==> config.mk <==
export PLATFORM = sky130hd
export DESIGN_NAME = pc_with_adder_4
export DESIGN_NICKNAME = d
export VERILOG_FILES = /design/src/rtl/pc_with_adder_4.sv
export SDC_FILE = /design/constraint.sdc
export NUM_CORES = 2
export LEC_CHECK = 0
export BUFFER_PORTS_ARGS = -buffer_cell sky130_fd_sc_hd__buf_2
export CAP_MARGIN = 15
export CORE_ASPECT_RATIO = 1.75
export CORE_UTILIZATION = 40
export CTS_CLUSTER_SIZE = 8
export DETAILED_ROUTE_END_ITERATION = 16
export HOLD_SLACK_MARGIN = 0.06
export MAX_ROUTING_LAYER = met4
export SYNTH_ARGS = -nofsm -noshare
export SYNTH_HDL_FRONTEND = slang
export SYNTH_SLANG_ARGS = --single-unit
==> constraint.sdc <==
create_clock -name clk -period 9.8 [get_ports clk]
set_input_delay 1.47 -clock clk [delete_from_list [all_inputs] [get_ports clk]]
set_output_delay 1.47 -clock clk [all_outputs]
set_load 0.01 [all_outputs]
==> src/rtl/pc_with_adder_4.sv <==
// ============================================================================
// Module   : pc_with_adder_4
// Brief    : 32-bit PC with +4 incrementer indexing a 32 x XLEN register file
//            (x0 hardwired to zero). Optional macro: RF_BYPASS_EN.
// Revision : 1.0
// ============================================================================
`default_nettype none

module pc_with_adder_4 #(
   parameter int          XLEN     = 32,
   parameter logic [31:0] RESET_PC = 32'h0,
   parameter int          PC_INC   = 4
) (
   input  logic            clk,
   input  logic            reset,
   input  logic            rg_wrt_en,
   input  logic [XLEN-1:0] write_data,
   output logic [XLEN-1:0] rg_rd_data1,
   output logic [XLEN-1:0] rg_rd_data2
);

   localparam logic [31:0] c_PC_INC = 32'(PC_INC);

   logic [31:0]     pc_q;
   logic [31:0]     pc_d;
   logic [XLEN-1:0] regs_q [32];

   logic [4:0]      w_idx;
   logic [4:0]      w_rs2;
   logic            w_wr;
   logic [XLEN-1:0] w_rf1;
   logic [XLEN-1:0] w_rf2;

   assign pc_d  = pc_q + c_PC_INC;
   assign w_idx = pc_q[6:2];
   assign w_rs2 = w_idx + 5'd1;
   assign w_wr  = rg_wrt_en && (w_idx != 5'd0);

   // Index 0 is forced to zero on read so x0 never needs write protection alone.
   assign w_rf1 = (w_idx == 5'd0) ? '0 : regs_q[w_idx];
   assign w_rf2 = (w_rs2 == 5'd0) ? '0 : regs_q[w_rs2];

`ifdef RF_BYPASS_EN
   assign rg_rd_data1 = w_wr ? write_data : w_rf1;
   assign rg_rd_data2 = (w_wr && (w_rs2 == w_idx)) ? write_data : w_rf2;
`else
   assign rg_rd_data1 = w_rf1;
   assign rg_rd_data2 = w_rf2;
`endif

   always_ff @(posedge clk) begin
      if (!reset) begin
         pc_q <= RESET_PC;
         for (int i = 0; i < 32; i++) begin
            regs_q[i] <= '0;
         end
      end else begin
         pc_q <= pc_d;
         if (w_wr) begin
            regs_q[w_idx] <= write_data;
         end
      end
   end

endmodule

`default_nettype wire

======== Word level (Yosys, flattened, before mapping) ========
Memories as Yosys holds them, arrays and structs flattened. A register that Yosys moved wholly into a read port is not among the register bits.
Cells that the tools add are included.
W data, S select, Z words.
word-level totals
  flip-flop bits (word level) ............. 32
  memory bits (writable) .................. 1,024
  input port bits ......................... 35
  output and inout bits ................... 64
  word-level logic and storage cells ...... 19
  memories ................................ 1
cells by class
  add/subtract/negate cells ............... 2
  multiplexer cells ....................... 10
  reduce and logical (&&, ||, !) cells .... 5
memories
  memory  depth  width  rd ports  clocked after Yosys merged registers in  wr ports  line  text
  regs_q  32     32     2         1                                        32        26    logic [XLEN-1:0] regs_q [32];
operators by type and width
  kind                     number
  $mux W32                 3
  $add A32 B3 Y32 const B  1
  $reduce_or A32 Y1        1
  $logic_not A5 Y1         2
  $mux W5                  2
  $add A5 B1 Y5 const B    1
  $mux W1                  5
  $reduce_bool A5 Y1       1
  $logic_and A1 B1 Y1      1

======== Longest topological paths before layout ========
  word-level depth ........................ 7
  gate-level depth with buffers ........... 15
  gate-level depth less buffers ........... 6

======== Least setup slack after synthesis ========
OpenSTA, ideal clock, no wires.
  path kind ............................... reg2reg
  start point ............................. register pc_q[2]
  end point ............................... memory regs_q[11][0], enable pin
  setup time .............................. 0.466 ns
  arrival ................................. 4.356 ns
  data required time ...................... 9.334 ns
  setup slack ............................. 4.978 ns
  stages on the path, launching flop included .. 13
  path buffers ............................ 7
  period minus slack after synthesis ...... 4.822 ns
  cells stage by stage .................... dfxtp_1 buf_6 buf_8 buf_6 buf_6 buf_6 buf_4 inv_1 ha_1 or4b_4 nand3_2 buf_4 o21ai_0
RTL lines
  element                 line  text
  start, declared         24    logic [31:0] pc_q;
  start signal, assigned  58    pc_q <= pc_d;
  end, declared           26

======== Final worst setup path ========
  start point ............................. register pc_q[3]
  end point ............................... output rg_rd_data2[29]
on the way
  cells in the longest elaborated chain, start to end .. 3
  elaborated cells on any way between the ends .. 4
  classes of those cells .................. 1 x add/sub; 1 x mux; 1 x reduce/logical; 1 x memory
RTL lines
  element                                                     line  text
  $add A5 B1 Y5 *                                             36    assign w_rs2 = w_idx + 5'd1;
  $mem_v2 Z32 W32 / $logic_not A5 Y1 (equally long branches)  --
  $mux W32 *                                                  41    assign w_rf2 = (w_rs2 == 5'd0) ? '0 : regs_q[w_rs2];
  end, declared                                               19    output logic [XLEN-1:0] rg_rd_data2
Every way passes the cells marked *; elsewhere a longest branch is shown, timed or not.

==> results.md <==
* Layout Nets at 3461
* Clock sink count at 1029
* Starting DRT DRC Count at 4735
* Initial core utilization at 40.3%
* CTS buffer count at 146
* Worst vdd ir at 188 uV
* Cts hold-fix bufs at 0
* Post-CTS Setup Bufs at 0
* Overall die height at ~490 um
* Tightest Pin Transition at roughly 1200 ps
* Fin. max-slew vios at 0
* Clock Skews at 33.0 ps
* F_max at 149 MHz
* FFs w/ async S/R, synth at 0%
* Worst hold margin at between 800 and 900 ps
* DR vias/cell at 6.57
* Setup TNS at 0 ps
* Netlist cell types at 50
* Antenna-violating nets left at 0
* Startpoint types: flip-flop
* Worst Path Required at 8330 ps
* Fill count at 11800
* Ys flop type: edfxtp_1
* Hold Fails Final Rpt at 0
* Number of synthesized flops with an enable pin at about 1000
* Total track usage at 30.0%
* FF/Latch Area at between 0.03 and 0.04 sq mm
* Core footprint at 0.136 sq mm
* Clock Tree Root: clkbuf_16
* CTS tree: done
* Critical path peak fanout at 58
* Pin count of the biggest net entering global routing at 162
* Clk_lat worst skew at 780 ps
* Footprint of the multi-input gates at about 0.023 sq mm
* Pre-antenna DRT Iters at 5
* Warnings from Yosys at 0
* Commonest non-fill, non-tap cell in the layout: edfxtp_1
* GPL Wtd Cong at 0.856
* Number of setup violations in the final report at 0
* Power Dens Cells at 184 mW/mm^2
* Crit Path Category: reg2out
* RSZ-0062 raised after global routing: no
* I/O pins at between 90 and 100
* Max Cap Viol at 0
* Critical path arrival at 5240 ps
* Vias in the first global route at 35300
* Flops & latches, synth at approximately 1000
* Initial antenna violation count at 29
* Clk slew on worst S/H paths at roughly 70 ps
* Congestion Overflow GR at 0
* Most frequent cells in the layout: edfxtp_1 (1024), and2_1 (995), mux4_2 (506)
* Drt total wl at about 200000 um
* Area Growth Syn to Fin at 11.7%
* Final Cycle Share at 68.4%
* Setup crit end kind: output port
* Status: completed
* Residual DRC at 0
* Routed via count at 34700
* Hpwl dp at 116000 um
* Port buffer count at 98
* Relative slew slack at between 10% and 20%
* Leak Pwr at 20.9 nW
* First-pass GRT wire length at 276000 um
* Final Critical Period at 6710 ps
* Post-CTS sizing at 0
* CTS max path bufs at 3
* Share of layout cells above drive strength 1 at about 30%
* Sequential area share after synthesis at 56.3%
* Die width at 282 um
* Row cnt at 179
* Clock H-tree levels at 4
* Cell count after synthesis at roughly 3400
* Routed len/inst at 38.2 um
* Hold WC Path Type: reg2reg
* Die area at 0.139 sq mm
* Avg Inst Size Synth at between 15 and 20 sq um
* Post-Syn Area at 0.0548 sq mm
## per-stage QoR
step | cells | util (%) | cell area, sq um | setup WS [ps] | power (W)
2_1_floorplan | 3463 | - | 54900 | 4980 | 0.00617
3_3_place_gp | 5083 | 42.0 | 57200 | 3860 | 0.00669
3_5_place_dp | 5083 | 42.0 | 57200 | 3860 | 0.00670
4_1_cts | 5257 | 45.0 | 61100 | 3020 | 0.0113
5_1_grt | 5268 | 45.0 | 61200 | 2820 | 0.0115
6_report | 5280 | 45.0 | 61200 | 3090 | 0.0113
## cell families after synthesis
| group | after synthesis | share of synthesized area, % |
|---|---|---|
| muxes | 576 | 22.3 |
| AOI/OAI and AO/OA | 326 | 5.03 |
| xor gates and xnor gates | 4 | 0.0982 |
| buffers and inverters | 395 | 3.70 |
| other | 1 | 0.00684 |
| and+or+nand+nor | 1096 | 12.4 |
| adders and majority gates | 5 | 0.114 |
| DFF | 1029 | 56.3 |
## power breakdown
part           total (W)  internal, W  leakage (nW)  switching (W)
Combinational    0.00154     0.000631          8.38       0.000908
Sequential       0.00509      0.00500          10.6      0.0000905
Clock            0.00462      0.00274          1.95        0.00189
Total             0.0113      0.00837          20.9        0.00289
## sequential cells by signal, indices dropped and copies added (netlist names)
name,flops
pc_q,5
regs_q,1024
## critical path: stages, from the launching register on
cell and delay (ps):
dfxtp_4 770, inv_1 200, ha_4 1010, buf_4 860
mux4_2 360, mux2_2 150, a21oi_1 50, a2111oi_2 730
buf_2 260
## path summary, 6_finish.rpt
check	from	to	slack, ps	depth (start not counted)
setup / recovery	pc_q[3]$_SDFF_PN0_	rg_rd_data2[29]	3090	8
setup reg to reg	pc_q[6]$_SDFF_PN0_	regs_q[28][26]$_SDFFCE_PN0P_	5220	4
hold / removal	pc_q[4]$_SDFF_PN0_	pc_q[6]$_SDFF_PN0_	890	4
hold reg to reg	pc_q[4]$_SDFF_PN0_	pc_q[6]$_SDFF_PN0_	890	4
## layout make-up
class | instances | area share [%]
Antenna cell | 23 | 0.0940
Clock buffer | 164 | 6.29
Clock inverter | 10 | 0.211
Inverter | 3 | 0.0184
Multi-Input combinational cell | 2039 | 37.1
Sequential cell | 1029 | 50.4
Tap cell | 1810 | 3.70
Timing Repair Buffer | 202 | 2.16
## cell usage after synthesis, drive strengths merged (2+ instances only)
| cell type | number | area (sq um) |
|---|---|---|
| a2111oi | 32 | 480 |
| nor2b | 33 | 206 |
| a21oi | 34 | 181 |
| mux4 | 512 | 11600 |
| mux2 | 32 | 360 |
| and3 | 3 | 18.8 |
| nand3b | 2 | 15.0 |
| edfxtp | 1024 | 30700 |
| inv | 3 | 11.3 |
| xor2 | 2 | 36.3 |
| ha | 5 | 62.6 |
| nor2 | 38 | 143 |
| clkbuf | 220 | 827 |
| a31oi | 33 | 213 |
| nand2 | 4 | 15.0 |
| xnor2 | 2 | 17.5 |
| nand2b | 2 | 15.0 |
| and2 | 996 | 6230 |
| o21ai | 33 | 165 |
| mux2i | 32 | 320 |
| a221oi | 96 | 941 |
| nor3b | 3 | 43.8 |
| a22o | 32 | 280 |
| buf | 172 | 1190 |
| a22oi | 64 | 480 |
| and3b | 3 | 26.3 |
| nand3 | 6 | 50.1 |
| dfxtp | 5 | 100 |
## per-layer routing
layer	GRT usage (%)	share of wire (%)	vias to the layer above
li1	-	-	13300
met5	-	0	-
met1	33.0	33	18200
met4	19.4	7.2	0
met3	7.11	10	745
met2	48.5	50	2419
Note: power is estimated with default switching activity, not from simulation.
